File: src/rtl/bus_master.sv
`default_nettype none
// ============================================================================
// Module   : bus_master
// Brief    : 6502-style bus initiator with Phi2 generation, a one-entry
//            command buffer, read responses and a synchronized NMI latch.
// Revision : 1.0 - initial release
// ============================================================================
module bus_master #(
    parameter int HALF_PERIOD = 25
) (
    input  logic        Clock,
    input  logic        Reset_n,
    input  logic        CmdValid,
    output logic        CmdReady,
    input  logic        CmdWrite,
    input  logic [15:0] CmdAddr,
    input  logic [7:0]  CmdData,
    output logic        RspValid,
    output logic [7:0]  RspData,
    output logic        Phi2,
    output logic        RW_n,
    output logic [15:0] AddrPhys,
    output logic [7:0]  DataOut,
    output logic        DataOE,
    input  logic [7:0]  DataIn,
    input  logic        NMI_n,
    output logic        NmiPending,
    input  logic        NmiClear,
    output logic [7:0]  NmiCount
);

    localparam int               c_CNT_W    = (HALF_PERIOD > 1) ? $clog2(HALF_PERIOD) : 1;
    localparam logic [c_CNT_W-1:0] c_CNT_LAST = c_CNT_W'(HALF_PERIOD - 1);
    localparam logic [c_CNT_W-1:0] c_CNT_ONE  = c_CNT_W'(1);

    logic [c_CNT_W-1:0] cnt_q, cnt_d;
    logic               phi2_q, phi2_d;

    logic               pend_q, pend_d;
    logic               pend_write_q, pend_write_d;
    logic [15:0]        pend_addr_q, pend_addr_d;
    logic [7:0]         pend_data_q, pend_data_d;

    logic               rw_n_q, rw_n_d;
    logic [15:0]        addr_q, addr_d;
    logic [7:0]         dout_q, dout_d;
    logic               oe_q, oe_d;
    logic               cur_read_q, cur_read_d;
    logic               rsp_valid_q, rsp_valid_d;
    logic [7:0]         rsp_data_q, rsp_data_d;

    logic               sync1_q, sync2_q, sync3_q;
    logic               nmi_pend_q, nmi_pend_d;
    logic [7:0]         nmi_cnt_q, nmi_cnt_d;

    logic               w_phase_end;
    logic               w_rise;
    logic               w_fall;
    logic               w_accept;
    logic               w_nmi_set;

    assign w_phase_end = (cnt_q == c_CNT_LAST);
    assign w_rise      = w_phase_end && !phi2_q;
    assign w_fall      = w_phase_end &&  phi2_q;
    assign w_accept    = CmdValid && !pend_q;
    assign w_nmi_set   = sync3_q && !sync2_q;

    always_comb begin
        cnt_d        = w_phase_end ? '0 : (cnt_q + c_CNT_ONE);
        phi2_d       = w_phase_end ? !phi2_q : phi2_q;

        pend_d       = pend_q;
        pend_write_d = pend_write_q;
        pend_addr_d  = pend_addr_q;
        pend_data_d  = pend_data_q;

        rw_n_d       = rw_n_q;
        addr_d       = addr_q;
        dout_d       = dout_q;
        oe_d         = oe_q;
        cur_read_d   = cur_read_q;
        rsp_valid_d  = 1'b0;
        rsp_data_d   = rsp_data_q;

        // A fall with the buffer full never coincides with an accept, since
        // CmdReady is low then; the two updates of pend_d are exclusive.
        if (w_accept) begin
            pend_d       = 1'b1;
            pend_write_d = CmdWrite;
            pend_addr_d  = CmdAddr;
            pend_data_d  = CmdData;
        end else if (w_fall) begin
            pend_d       = 1'b0;
        end

        if (w_fall) begin
            if (cur_read_q) begin
                rsp_valid_d = 1'b1;
                rsp_data_d  = DataIn;
            end
            oe_d = 1'b0;
            if (pend_q) begin
                addr_d     = pend_addr_q;
                rw_n_d     = !pend_write_q;
                dout_d     = pend_data_q;
                cur_read_d = !pend_write_q;
            end else begin
                rw_n_d     = 1'b1;
                cur_read_d = 1'b0;
            end
        end else if (w_rise) begin
            oe_d = !rw_n_q;
        end

        // A new falling edge takes priority over a simultaneous clear.
        if (w_nmi_set) begin
            nmi_pend_d = 1'b1;
        end else if (NmiClear) begin
            nmi_pend_d = 1'b0;
        end else begin
            nmi_pend_d = nmi_pend_q;
        end
        nmi_cnt_d = nmi_cnt_q + {7'd0, w_nmi_set};
    end

    always_ff @(posedge Clock or negedge Reset_n) begin
        if (!Reset_n) begin
            cnt_q        <= '0;
            phi2_q       <= 1'b0;
            pend_q       <= 1'b0;
            pend_write_q <= 1'b0;
            pend_addr_q  <= '0;
            pend_data_q  <= '0;
            rw_n_q       <= 1'b1;
            addr_q       <= '0;
            dout_q       <= '0;
            oe_q         <= 1'b0;
            cur_read_q   <= 1'b0;
            rsp_valid_q  <= 1'b0;
            rsp_data_q   <= '0;
            sync1_q      <= 1'b1;
            sync2_q      <= 1'b1;
            sync3_q      <= 1'b1;
            nmi_pend_q   <= 1'b0;
            nmi_cnt_q    <= '0;
        end else begin
            cnt_q        <= cnt_d;
            phi2_q       <= phi2_d;
            pend_q       <= pend_d;
            pend_write_q <= pend_write_d;
            pend_addr_q  <= pend_addr_d;
            pend_data_q  <= pend_data_d;
            rw_n_q       <= rw_n_d;
            addr_q       <= addr_d;
            dout_q       <= dout_d;
            oe_q         <= oe_d;
            cur_read_q   <= cur_read_d;
            rsp_valid_q  <= rsp_valid_d;
            rsp_data_q   <= rsp_data_d;
            sync1_q      <= NMI_n;
            sync2_q      <= sync1_q;
            sync3_q      <= sync2_q;
            nmi_pend_q   <= nmi_pend_d;
            nmi_cnt_q    <= nmi_cnt_d;
        end
    end

    assign CmdReady   = !pend_q;
    assign RspValid   = rsp_valid_q;
    assign RspData    = rsp_data_q;
    assign Phi2       = phi2_q;
    assign RW_n       = rw_n_q;
    assign AddrPhys   = addr_q;
    assign DataOut    = dout_q;
    assign DataOE     = oe_q;
    assign NmiPending = nmi_pend_q;
    assign NmiCount   = nmi_cnt_q;

endmodule
`default_nettype wire

File: config.mk
export PLATFORM = sky130hd
export DESIGN_NAME = bus_master
export DESIGN_NICKNAME = d
export VERILOG_FILES = /design/src/rtl/bus_master.sv
export SDC_FILE = /design/constraint.sdc
export NUM_CORES = 1
export LEC_CHECK = 0
export ABC_AREA = 1
export BUFFER_PORTS_ARGS = -buffer_cell sky130_fd_sc_hd__buf_4
export CAP_MARGIN = 5
export CORE_ASPECT_RATIO = 1.75
export CORE_MARGIN = 3
export CORE_UTILIZATION = 46
export CTS_CLUSTER_SIZE = 14
export DETAILED_ROUTE_END_ITERATION = 8
export PLACE_DENSITY = 0.74
export SKIP_CTS_REPAIR_TIMING = 1
export SLEW_MARGIN = 20
export SYNTH_ARGS = -nofsm -noshare
export SYNTH_HDL_FRONTEND = slang
export SYNTH_SLANG_ARGS = --single-unit
File: constraint.sdc
create_clock -name Clock -period 1.5 [get_ports Clock]
set_input_delay 0.075 -clock Clock [delete_from_list [all_inputs] [get_ports Clock]]
set_output_delay 0.075 -clock Clock [all_outputs]
set_load 0.01 [all_outputs]
**After elaboration in Yosys (flattened, before gate mapping)**

Cells that the tools add are included.
W data, S select, Z words.

- Register bits: 80
- Input port bits: 38
- Word-level logic and storage cells: 46

- $add $sub $neg: 2
- Eq/ne operators: 1
- Mux-type cells: 11
- Reductions and logical operators: 14

Operators with widths:

| operator | number |
|---|---|
| $mux W1 | 10 |
| $add A8 B1 Y8 | 1 |
| $reduce_bool A2 Y1 | 3 |
| $add A5 B1 Y5 const B | 1 |
| $eq A5 B5 Y1 const B | 1 |
| $logic_not A1 Y1 | 5 |
| $mux W5 | 1 |
| $logic_and A1 B1 Y1 | 4 |
| $reduce_and A2 Y1 | 2 |

**Longest topological paths before layout**

Gate-level depths: netlist of the first run.

- Depth after elaboration: 4
- Gate-level depth with buffers: 9

**Least setup slack after synthesis of the first run**

No wires, ideal clock.

- Kind: register to register
- From: register sync3_q
- To: register nmi_cnt_q[6] (netlist: NmiCount[6])
- Library setup time: 0.117 ns
- Data arrival time: 1.336 ns
- Required time: 1.383 ns
- Slack: 0.047 ns
- Stages on the path, launching flop included: 10
- Buffers on the path: 0
- Period minus slack after synthesis: 1.453 ns
- Path through: dfstp_2 inv_1 nor2_1 ha_1 ha_1 nand2_1 nor2_1 nand3_1 nand2_1 nand2_1

- Cells in the longest elaborated chain, start to end: 2

Ends and longest elaborated chain:

| element | line | source |
|---|---|---|
| start: declaration | 52 | `logic sync1_q, sync2_q, sync3_q;` |
| start signal: assignment | 162 | `sync3_q <= sync2_q;` |
| $logic_and A1 B1 Y1 | 66 | `assign w_nmi_set = sync3_q && !sync2_q;` |
| $add A8 B1 Y8 | 123 | `nmi_cnt_d = nmi_cnt_q + {7'd0, w_nmi_set};` |
| net nmi_cnt_d[6] | 54 | `logic [7:0] nmi_cnt_q, nmi_cnt_d;` |
| end signal: assignment | 164 | `nmi_cnt_q <= nmi_cnt_d;` |
| end: declaration | 54 |  |

The timed path passes the listed nets, and every way through them passes these cells.
A chain may end at the register's enable or synchronous reset.

**Final worst setup path of the first run**

Ends and elaborated chain as after synthesis.

==> flow_metrics.env, run 1 <==
export IMPL_critical_path_startpoint_type="flop"
export IMPL_most_frequent_standard_cell_in_the_layout_excluding_fill_and_tap_cells="nand2_1"
export IMPL_synth_adder_area_share_pct=1.54
export IMPL_grt_setup_unrepaired="true"
export IMPL_clk_insertion_delay_late_ps=320
export IMPL_detailedRoute_firstPassIterationCount=4
export IMPL_via_count=2666
export IMPL_pwr_share_seq_pct=48.8
export IMPL_port_buffer_count=83
export IMPL_timing_setup_critical_path_class="flop to flop"
export IMPL_violations="negative hold slack, negative setup slack"
export IMPL_tritoncts="done"
export IMPL_synth_cell_type_count=26
export IMPL_timing_critical_path_required_ps=1720
export IMPL_netlist_area_leader_share_pct=58.4
export IMPL_min_delay_path_depth=3
export IMPL_initial_utilization_pct=47.5
export IMPL_hold_viol=7
export IMPL_timing_max_slew_rel_slack_pct=73.2
export IMPL_floorplan_die_width_um=69.6
export IMPL_r2r_slack_ps=-8
export IMPL_die_y_um=117
export IMPL_htree_levels=3
export IMPL_fin_ws_ps=-7.65
export IMPL_grt_antenna_before_repair=0
export IMPL_timing_reg2reg_worst_path_depth=9
export IMPL_power_density_nw_per_um2=1130
export IMPL_ys_warnings_count=0
export IMPL_initialDrtViolationCount=152
export IMPL_cp_data_arrival_time_ps=1720
export IMPL_grt_util_all_layers_pct=18.6
export IMPL_seq_area_frac_synth_pct=61.6
export IMPL_final_antenna_net_count=0
export IMPL_wl_um=7470
export IMPL_path_max_fanout=3
export IMPL_syn_nets=377
export IMPL_synth_simple_gate_area_share_pct=28.8
export IMPL_worst_hold_path_endpoint="pend_addr_q[4]"
export IMPL_die_outline_area_um2=8170
export IMPL_drt_vias_per_instance=5.10
export IMPL_clk_root_buffer_cell="clkbuf_16"
export IMPL_final_replace_weighted_congestion=0.802
export IMPL_synth_top_cell_by_area="dfrtp_1"
export IMPL_regToRegStartpoint="sync3_q"
export IMPL_fin_hold_ws_ps=-16.2
export IMPL_clkPwrFrac_pct=39.2
export IMPL_ir_worst_vdd_v=0.000705
export IMPL_fin_nets=478
export IMPL_synth_compound_gate_area_share_pct=0.960
export IMPL_power_net_switching_w=0.00118
export IMPL_layout_worst_path_cycle_share_pct=101
export IMPL_io_pins=84
export IMPL_synthMuxAreaShare_pct=0
export IMPL_global_route_overflow_total=0
export IMPL_cts_buffers_inserted=9
export IMPL_wl_per_cell_um=14.3
export IMPL_synth_xor_area_share_pct=2.15
export IMPL_placed_cells_incl_taps=493
export IMPL_critPathCaptureType="flop"
export IMPL_num_antenna_cells=0
export IMPL_final_instance_count_excl_fill=523
export IMPL_mostFrequentLayoutCells="125 x nand2_1, 92 x buf_4, 76 x dfrtp_1"
export IMPL_timing_hold_worst_start="CmdAddr[4]"
export IMPL_number_of_flip_flops_and_latches_in_the_synthesized_netlist=80
export IMPL_timing_max_transition_violations_final=0
export IMPL_core_region_area_um2=6860
export IMPL_fin_setup_tns_ps=-7.65
export IMPL_synthTopCellsByArea="dfrtp_1 58%, nand2_1 15%, nand4_1 6.3%"
export IMPL_synth_top_family_by_area="simple AND/OR/NAND/NOR gates"
export IMPL_power_frac_comb_pct=12.1
export IMPL_total_leakage_power_nw=2.39
export IMPL_clock_tree_sinks=80
export IMPL_post_route_cells_drive_above_1_share_pct=29.4
export IMPL_dp_hpwl_um=5200
export IMPL_layout_min_cycle_time_ps=1510
export IMPL_grt_pass1_vias=2551
export IMPL_layout_skew_ps=2.23
export IMPL_finish_stage_setup_viols=1
export IMPL_grt_max_degree=40
export IMPL_grt_first_pass_wirelength_um=12200
export IMPL_post_synth_instance_area_um2=3260
export IMPL_syn_instance_count=335
export IMPL_worst_hold_class="input port to flop"
export IMPL_switching_share_pct=23.2
export IMPL_power_report_internal_total_w=0.00389
export IMPL_measured_slew_at_the_worst_slew_check_pin_ps=401
export IMPL_drc=0
export IMPL_cts_buffer_depth=2
export IMPL_outcome="complete, but fails checks"
export IMPL_worst_setup_hold_path_clk_slew_ps=50
export IMPL_cap_viol_max_count=0
export IMPL_maxClockFrequency_ghz=0.663
export IMPL_area_growth_syn_to_layout_pct=37.3
export IMPL_postSynthAreaPerCell_um2=9.72
export IMPL_num_rows=40
export IMPL_worst_r2r_endpoint="NmiCount[6]"
==> sequential cells by signal, indices dropped and copies added (netlist names), 5 cells and up <==
name	count
AddrPhys	16
pend_addr_q	16
DataOut	8
NmiCount	8
RspData	8
pend_data_q	8
cnt_q	5
==> per-stage QoR <==
step           setup slack, ps  instance area (um^2)  hold slack [ps]  total power [W]  utilization (%)
3_5_place_dp             -20.0                  3970             22.0          0.00304             57.9
3_3_place_gp              21.1                  3970             23.0          0.00302             57.9
6_report                 -7.65                  4470            -16.2          0.00507             65.2
5_1_grt                   -115                  4470             2.57          0.00531             65.2
4_1_cts                  -51.9                  4250             -331          0.00506             61.9
2_1_floorplan             47.2                  3260             -221          0.00271                -
==> layer usage <==
| layer | track usage [%] | vias up | part of all wire [%] |
|---|---|---|---|
| li1 | - | 1298 | - |
| met1 | 22.2 | 1277 | 39 |
| met2 | 31.0 | 84 | 54 |
| met3 | 4.80 | 7 | 5.4 |
| met4 | 8.56 | 0 | 1.4 |
| met5 | 0 | - | 0 |
==> cell usage after synthesis <==
cell,instances
inv_2,2
xor2_1,7
buf_4,2
clkbuf_1,5
nand4_1,33
a21oi_1,1
o21ai_0,1
buf_2,12
ha_1,4
nand2_2,3
nand2_1,126
o22ai_1,1
xnor2_1,1
nand3_1,28
nand3_2,1
nand3b_1,1
nor2_8,1
inv_1,10
dfrtp_1,76
nor2_1,10
nand3_4,1
dfstp_2,4
o211ai_1,1
buf_6,2
o21a_1,1
or2_2,1
==> how the worst max path moves through the flow <==
stage,from,to,cells past startpoint
2_1_floorplan,sync3_q,NmiCount[6],9
3_3_place_gp,sync3_q,NmiCount[6],9
3_5_place_dp,sync3_q,NmiCount[6],9
4_1_cts,sync3_q,NmiCount[6],9
5_1_grt,sync3_q,NmiCount[6],9
6_report,sync3_q,NmiCount[6],9
==> layout make-up <==
class | instances | area (um^2)
repair buffers | 110 | 883
flip-flops and latches | 80 | 2010
multi-input cells | 223 | 1160
inverters | 12 | 45.0
clock buffers | 14 | 274
fillers | 557 | 2390
well taps | 84 | 105
==> critical path: stages (launching register included) <==
cell and delay [ps]:
dfstp_2 530, inv_2 40, nor2_2 110, ha_2 210, ha_4 140, nand2_4 50
nor2_4 140, nand3_2 70, nand2_1 60, nand2_1 50
==> logic make-up after synthesis <==
logic type	count (synthesis)
AND/OR/NAND/NOR	205
flip-flops	80
buffers and inverters	33
XOR/XNOR	8
AO/OA/AOI/OAI	5
adder cells (fa/ha/maj)	4
==> power by group through the flow <==
stage | registers [W] | clock network, W | logic [W]
6_report | 0.00247 | 0.00199 | 0.000611
5_1_grt | 0.00250 | 0.00213 | 0.000687
4_1_cts | 0.00245 | 0.00205 | 0.000558
3_5_place_dp | 0.00249 | 0 | 0.000554
3_3_place_gp | 0.00248 | 0 | 0.000534
2_1_floorplan | 0.00250 | 0 | 0.000215
(Power assumes the default switching activity.)
==> inputs of run 2 (changes only) <==
- REMOVE_ABC_BUFFERS: not set -> 1
- SETUP_SLACK_MARGIN: not set -> 0.2
==> flow_metrics.env, run 2 (same netlist as run 1, synthesis figures left out) <==
export IMPL_detailedRoute_firstPassIterationCount=4
export IMPL_timing_reg2reg_worst_path_depth=9
export IMPL_grt_first_pass_wirelength_um=11500
export IMPL_grt_util_all_layers_pct=17.7
export IMPL_ir_worst_vdd_v=0.000671
export IMPL_worst_hold_path_endpoint="pend_data_q[0]"
export IMPL_area_growth_syn_to_layout_pct=48.7
export IMPL_layout_min_cycle_time_ps=1480
export IMPL_final_replace_weighted_congestion=0.825
export IMPL_layout_skew_ps=4.25
export IMPL_core_region_area_um2=6860
export IMPL_port_buffer_count=83
export IMPL_wl_um=8220
export IMPL_timing_setup_critical_path_class="flop to flop"
export IMPL_cp_data_arrival_time_ps=1710
export IMPL_die_y_um=117
export IMPL_timing_hold_worst_start="CmdData[0]"
export IMPL_global_route_usage_met2_pct=31.3
export IMPL_floorplan_die_width_um=69.6
export IMPL_num_rows=40
export IMPL_path_max_fanout=3
export IMPL_timing_max_transition_violations_final=0
export IMPL_worst_setup_hold_path_clk_slew_ps=60
export IMPL_clock_tree_sinks=80
export IMPL_final_fill_count=483
export IMPL_grt_pass1_vias=2455
export IMPL_worst_hold_class="input port to flop"
export IMPL_most_frequent_standard_cell_in_the_layout_excluding_fill_and_tap_cells="buf_4"
export IMPL_grt_antenna_before_repair=0
export IMPL_initialDrtViolationCount=112
export IMPL_num_antenna_cells=0
export IMPL_mostFrequentLayoutCells="94 x buf_4, 92 x nand2_1, 75 x dfrtp_1"
export IMPL_global_route_overflow_total=0
export IMPL_grt_setup_unrepaired="true"
export IMPL_clk_insertion_delay_late_ps=330
export IMPL_critical_path_startpoint_type="flop"
export IMPL_fin_nets=495
export IMPL_tritoncts="done"
export IMPL_design_power_total_w=0.00529
export IMPL_io_pins=84
export IMPL_violations="negative hold slack"
export IMPL_final_antenna_net_count=0
export IMPL_wl_per_cell_um=15.2
export IMPL_drt_vias_per_instance=5.15
export IMPL_grt_met1_usage_pct=19.6
export IMPL_cts_buffer_depth=2
export IMPL_critPathCaptureType="flop"
export IMPL_measured_slew_at_the_worst_slew_check_pin_ps=495
export IMPL_final_instance_count_excl_fill=541
export IMPL_groute_layer_met3_usage_pct=2.66
export IMPL_timing_max_slew_rel_slack_pct=67.0
export IMPL_worst_r2r_endpoint="NmiCount[6]"
export IMPL_cts_buffers_inserted=9
export IMPL_layout_worst_path_cycle_share_pct=98.9
export IMPL_finish_stage_setup_viols=0
export IMPL_hold_viol=13
export IMPL_post_route_cells_drive_above_1_share_pct=40.3
export IMPL_htree_levels=3
export IMPL_r2r_slack_ps=20
export IMPL_placed_cells_incl_taps=493
export IMPL_clk_root_buffer_cell="clkbuf_16"
export IMPL_cap_viol_max_count=0
export IMPL_maxClockFrequency_ghz=0.674
export IMPL_power_density_nw_per_um2=1090
export IMPL_via_count=2785
export IMPL_fin_hold_ws_ps=-30.5
export IMPL_regToRegStartpoint="sync3_q"
export IMPL_top_usage_layer="met2"
export IMPL_drc=0
export IMPL_outcome="complete, but fails checks"
export IMPL_grt_max_degree=39
export IMPL_initial_utilization_pct=47.5
export IMPL_fin_setup_tns_ps=0
export IMPL_die_outline_area_um2=8170
export IMPL_total_leakage_power_nw=2.55
export IMPL_dp_hpwl_um=4770
export IMPL_timing_critical_path_required_ps=1730
export IMPL_min_delay_path_depth=3
-- run 2: changes by cell type in the layout (fill, tap and decap cells not counted), moves of 2 or more --
cell,change
buf_4,+2
nand2_1,-33
buf_12,+2
inv_1,-3
inv_2,+3
nand3_4,+4
nand2_2,+32
buf_6,+6
dlygate4sd3_1,+2
-- run 2: through the flow --
| stage | setup WS (ps) | instance area, um^2 | hold WS [ps] | util [%] |
|---|---|---|---|---|
| floorplan | -162 | 3140 | -221 | - |
| global placement | 19.8 | 3970 | 19.8 | 57.9 |
| detailed placement | -24.1 | 3970 | 22.5 | 57.9 |
| CTS | -34.4 | 4280 | -332 | 62.4 |
| global route | -84.5 | 4840 | 1.82 | 70.6 |
| finish | 16.0 | 4840 | -30.5 | 70.6 |
-- run 2: how the worst max path moves through the flow --
stage | from | to | slack (ps) | cells after the start
after floorplan | pend_q | pend_write_q | -160 | 4
after global placement | sync3_q | NmiCount[6] | 20 | 9
after detailed placement | sync3_q | NmiCount[6] | -20 | 9
after CTS | sync3_q | NmiCount[6] | -30 | 9
after global routing | sync3_q | NmiCount[6] | -80 | 9
final | sync3_q | NmiCount[6] | 20 | 9
-- run 2: final cells by class --
class	instances	area [um^2]	area share (%)
Tap cell	84	105	2.17
Inverter	12	45.0	0.930
Multi-Input combinational cell	226	1310	27.1
Timing Repair Buffer	124	1070	22.0
Sequential cell	80	2010	41.5
Clock inverter	2	37.5	0.775
Clock buffer	13	270	5.58
-- run 2: metal layers --
| layer | routed length (um) | share of wire (%) |
|---|---|---|
| met4 | 260 | 3.2 |
| met1 | 3010 | 37 |
| met2 | 4540 | 55 |
| met3 | 414 | 5.0 |
| met5 | 0 | 0 |
-- run 2: power by group --
group	total, W	switching [W]	leakage (nW)	internal (W)
sequential	0.00247	0.000135	0.996	0.00233
clock	0.00221	0.000798	0.148	0.00141
combinational	0.000614	0.000283	1.40	0.000331
-- run 2: critical path, cell delays in order, from the launching register on --
cell and delay, ps:
dfstp_2 520, inv_2 40, nor2_2 100, ha_2 200, ha_4 130, nand2_2 60
nor2_4 140, nand3_2 60, nand2_1 60, nand2_1 40
==> inputs of run 3 (changes only) <==
- PLACE_DENSITY: 0.74 -> 0.71
- clock period: 1.5 -> 1.83 ns (I/O delays scaled with it)
==> flow_metrics.env, run 3 (same netlist as run 1, synthesis figures left out) <==
export IMPL_outcome="complete, but fails checks"
export IMPL_violations="negative hold slack"
export IMPL_core_region_area_um2=6860
export IMPL_clkPwrFrac_pct=39.4
export IMPL_critical_path_buf_inv_count=2
export IMPL_grt_first_pass_wirelength_um=11800
export IMPL_grt_max_degree=45
export IMPL_design_power_total_w=0.00405
export IMPL_wl_per_cell_um=14.2
export IMPL_final_replace_weighted_congestion=0.766
export IMPL_worst_hold_class="input port to flop"
export IMPL_cap_viol_max_count=0
export IMPL_maxClockFrequency_ghz=0.642
export IMPL_power_net_switching_w=0.000952
export IMPL_mostFrequentLayoutCells="126 x nand2_1, 92 x buf_4, 76 x dfrtp_1"
export IMPL_global_route_overflow_total=0
export IMPL_path_max_fanout=13
export IMPL_detailedRoute_firstPassIterationCount=4
export IMPL_cts_buffer_depth=2
export IMPL_grt_setup_unrepaired="false"
export IMPL_via_count=2620
export IMPL_die_y_um=117
export IMPL_grt_antenna_before_repair=0
export IMPL_num_antenna_cells=0
export IMPL_dp_hpwl_um=4900
export IMPL_layout_worst_path_cycle_share_pct=85.1
export IMPL_fin_hold_ws_ps=-11.0
export IMPL_critPathCaptureType="primary output"
export IMPL_drc=0
export IMPL_layout_min_cycle_time_ps=1560
export IMPL_critical_path_startpoint_type="flop"
export IMPL_layout_skew_ps=5.34
export IMPL_cp_data_arrival_time_ps=1470
export IMPL_timing_max_slew_rel_slack_pct=62.4
export IMPL_grt_util_all_layers_pct=18.4
export IMPL_power_report_internal_total_w=0.00310
export IMPL_tritoncts="done"
export IMPL_port_buffer_count=83
export IMPL_power_density_nw_per_um2=934
export IMPL_clk_insertion_delay_late_ps=330
export IMPL_num_rows=40
export IMPL_fin_setup_tns_ps=0
export IMPL_clk_root_buffer_cell="clkbuf_16"
export IMPL_die_outline_area_um2=8170
export IMPL_ir_worst_vdd_v=0.000751
export IMPL_timing_max_transition_violations_final=0
export IMPL_total_leakage_power_nw=2.33
export IMPL_cts_buffers_inserted=9
export IMPL_wl_um=7360
export IMPL_timing_critical_path_required_ps=1740
export IMPL_pwr_share_seq_pct=49.6
export IMPL_htree_levels=3
export IMPL_power_frac_comb_pct=11.0
export IMPL_measured_slew_at_the_worst_slew_check_pin_ps=563
export IMPL_grt_pass1_vias=2483
export IMPL_timing_setup_critical_path_class="flop to primary output"
export IMPL_io_pins=84
export IMPL_initial_utilization_pct=47.5
export IMPL_final_antenna_net_count=0
export IMPL_floorplan_die_width_um=69.6
export IMPL_hold_viol=11
export IMPL_clock_tree_sinks=80
export IMPL_switching_share_pct=23.5
export IMPL_crit_chain="buf_4, buf_4"
export IMPL_critical_path_max_stage_delay_ps=700
export IMPL_worst_setup_hold_path_clk_slew_ps=50
export IMPL_post_route_cells_drive_above_1_share_pct=27.9
export IMPL_area_growth_syn_to_layout_pct=33.2
export IMPL_fin_nets=470
export IMPL_cpMaxStageDelayCell="dfrtp_1"
export IMPL_initialDrtViolationCount=105
export IMPL_finish_stage_setup_viols=0
export IMPL_critical_path_most_common_cell="buf_4"
export IMPL_critPathTopFamily="flip-flops"
export IMPL_drt_vias_per_instance=5.07
export IMPL_most_frequent_standard_cell_in_the_layout_excluding_fill_and_tap_cells="nand2_1"
[run 3: power by group through the flow]
stage	Combinational (W)	Sequential [W]	Clock [W]
2_1_floorplan	0.000168	0.00205	0
3_3_place_gp	0.000420	0.00203	0
3_5_place_dp	0.000432	0.00204	0
4_1_cts	0.000436	0.00201	0.00163
5_1_grt	0.000511	0.00203	0.00169
6_report	0.000446	0.00201	0.00160
[run 3: per-stage QoR]
| stage | setup slack, ps | utilization, % | cells | area, um^2 |
|---|---|---|---|---|
| floorplan | 168 | - | 314 | 3140 |
| global placement | 235 | 57.6 | 490 | 3950 |
| detailed placement | 167 | 57.6 | 490 | 3950 |
| CTS | 133 | 61.4 | 506 | 4210 |
| global route | 209 | 63.2 | 517 | 4340 |
| finish | 273 | 63.2 | 517 | 4340 |
[run 3: final timing paths]
kind | cells after the start | slack [ps] | end | from
setup / recovery | 2 | 270 | Phi2 | Phi2
hold / removal | 3 | -10 | pend_addr_q[1] | CmdAddr[1]
setup reg to reg | 7 | 340 | DataOut[0] | cnt_q[1]
hold reg to reg | 0 | 360 | sync2_q | sync1_q
max in group asynchronous | 3 | 910 | RW_n | Reset_n
min in group asynchronous | 2 | 260 | NmiCount[7] | Reset_n
[run 3: worst min-delay path: stages]
cell and delay (ps):
buf_4 70, nand3_1 60, nand2_1 60
[run 3: cell type report]
class / instances / area [um^2]
clock buffers: 15 / 258
well taps: 84 / 105
flip-flops and latches: 80 / 2010
inverters: 12 / 45.0
fillers: 588 / 2520
multi-input cells: 224 / 1120
repair buffers: 101 / 792
clock inverters: 1 / 5.00
[run 3: per-layer routing]
layer,track usage [%],part of all wire [%],vias up
met1,21.0,39,1248
met4,9.41,2.6,0
met3,4.55,4.8,15
li1,-,-,1287
met5,0,0,-
met2,31.5,53,70
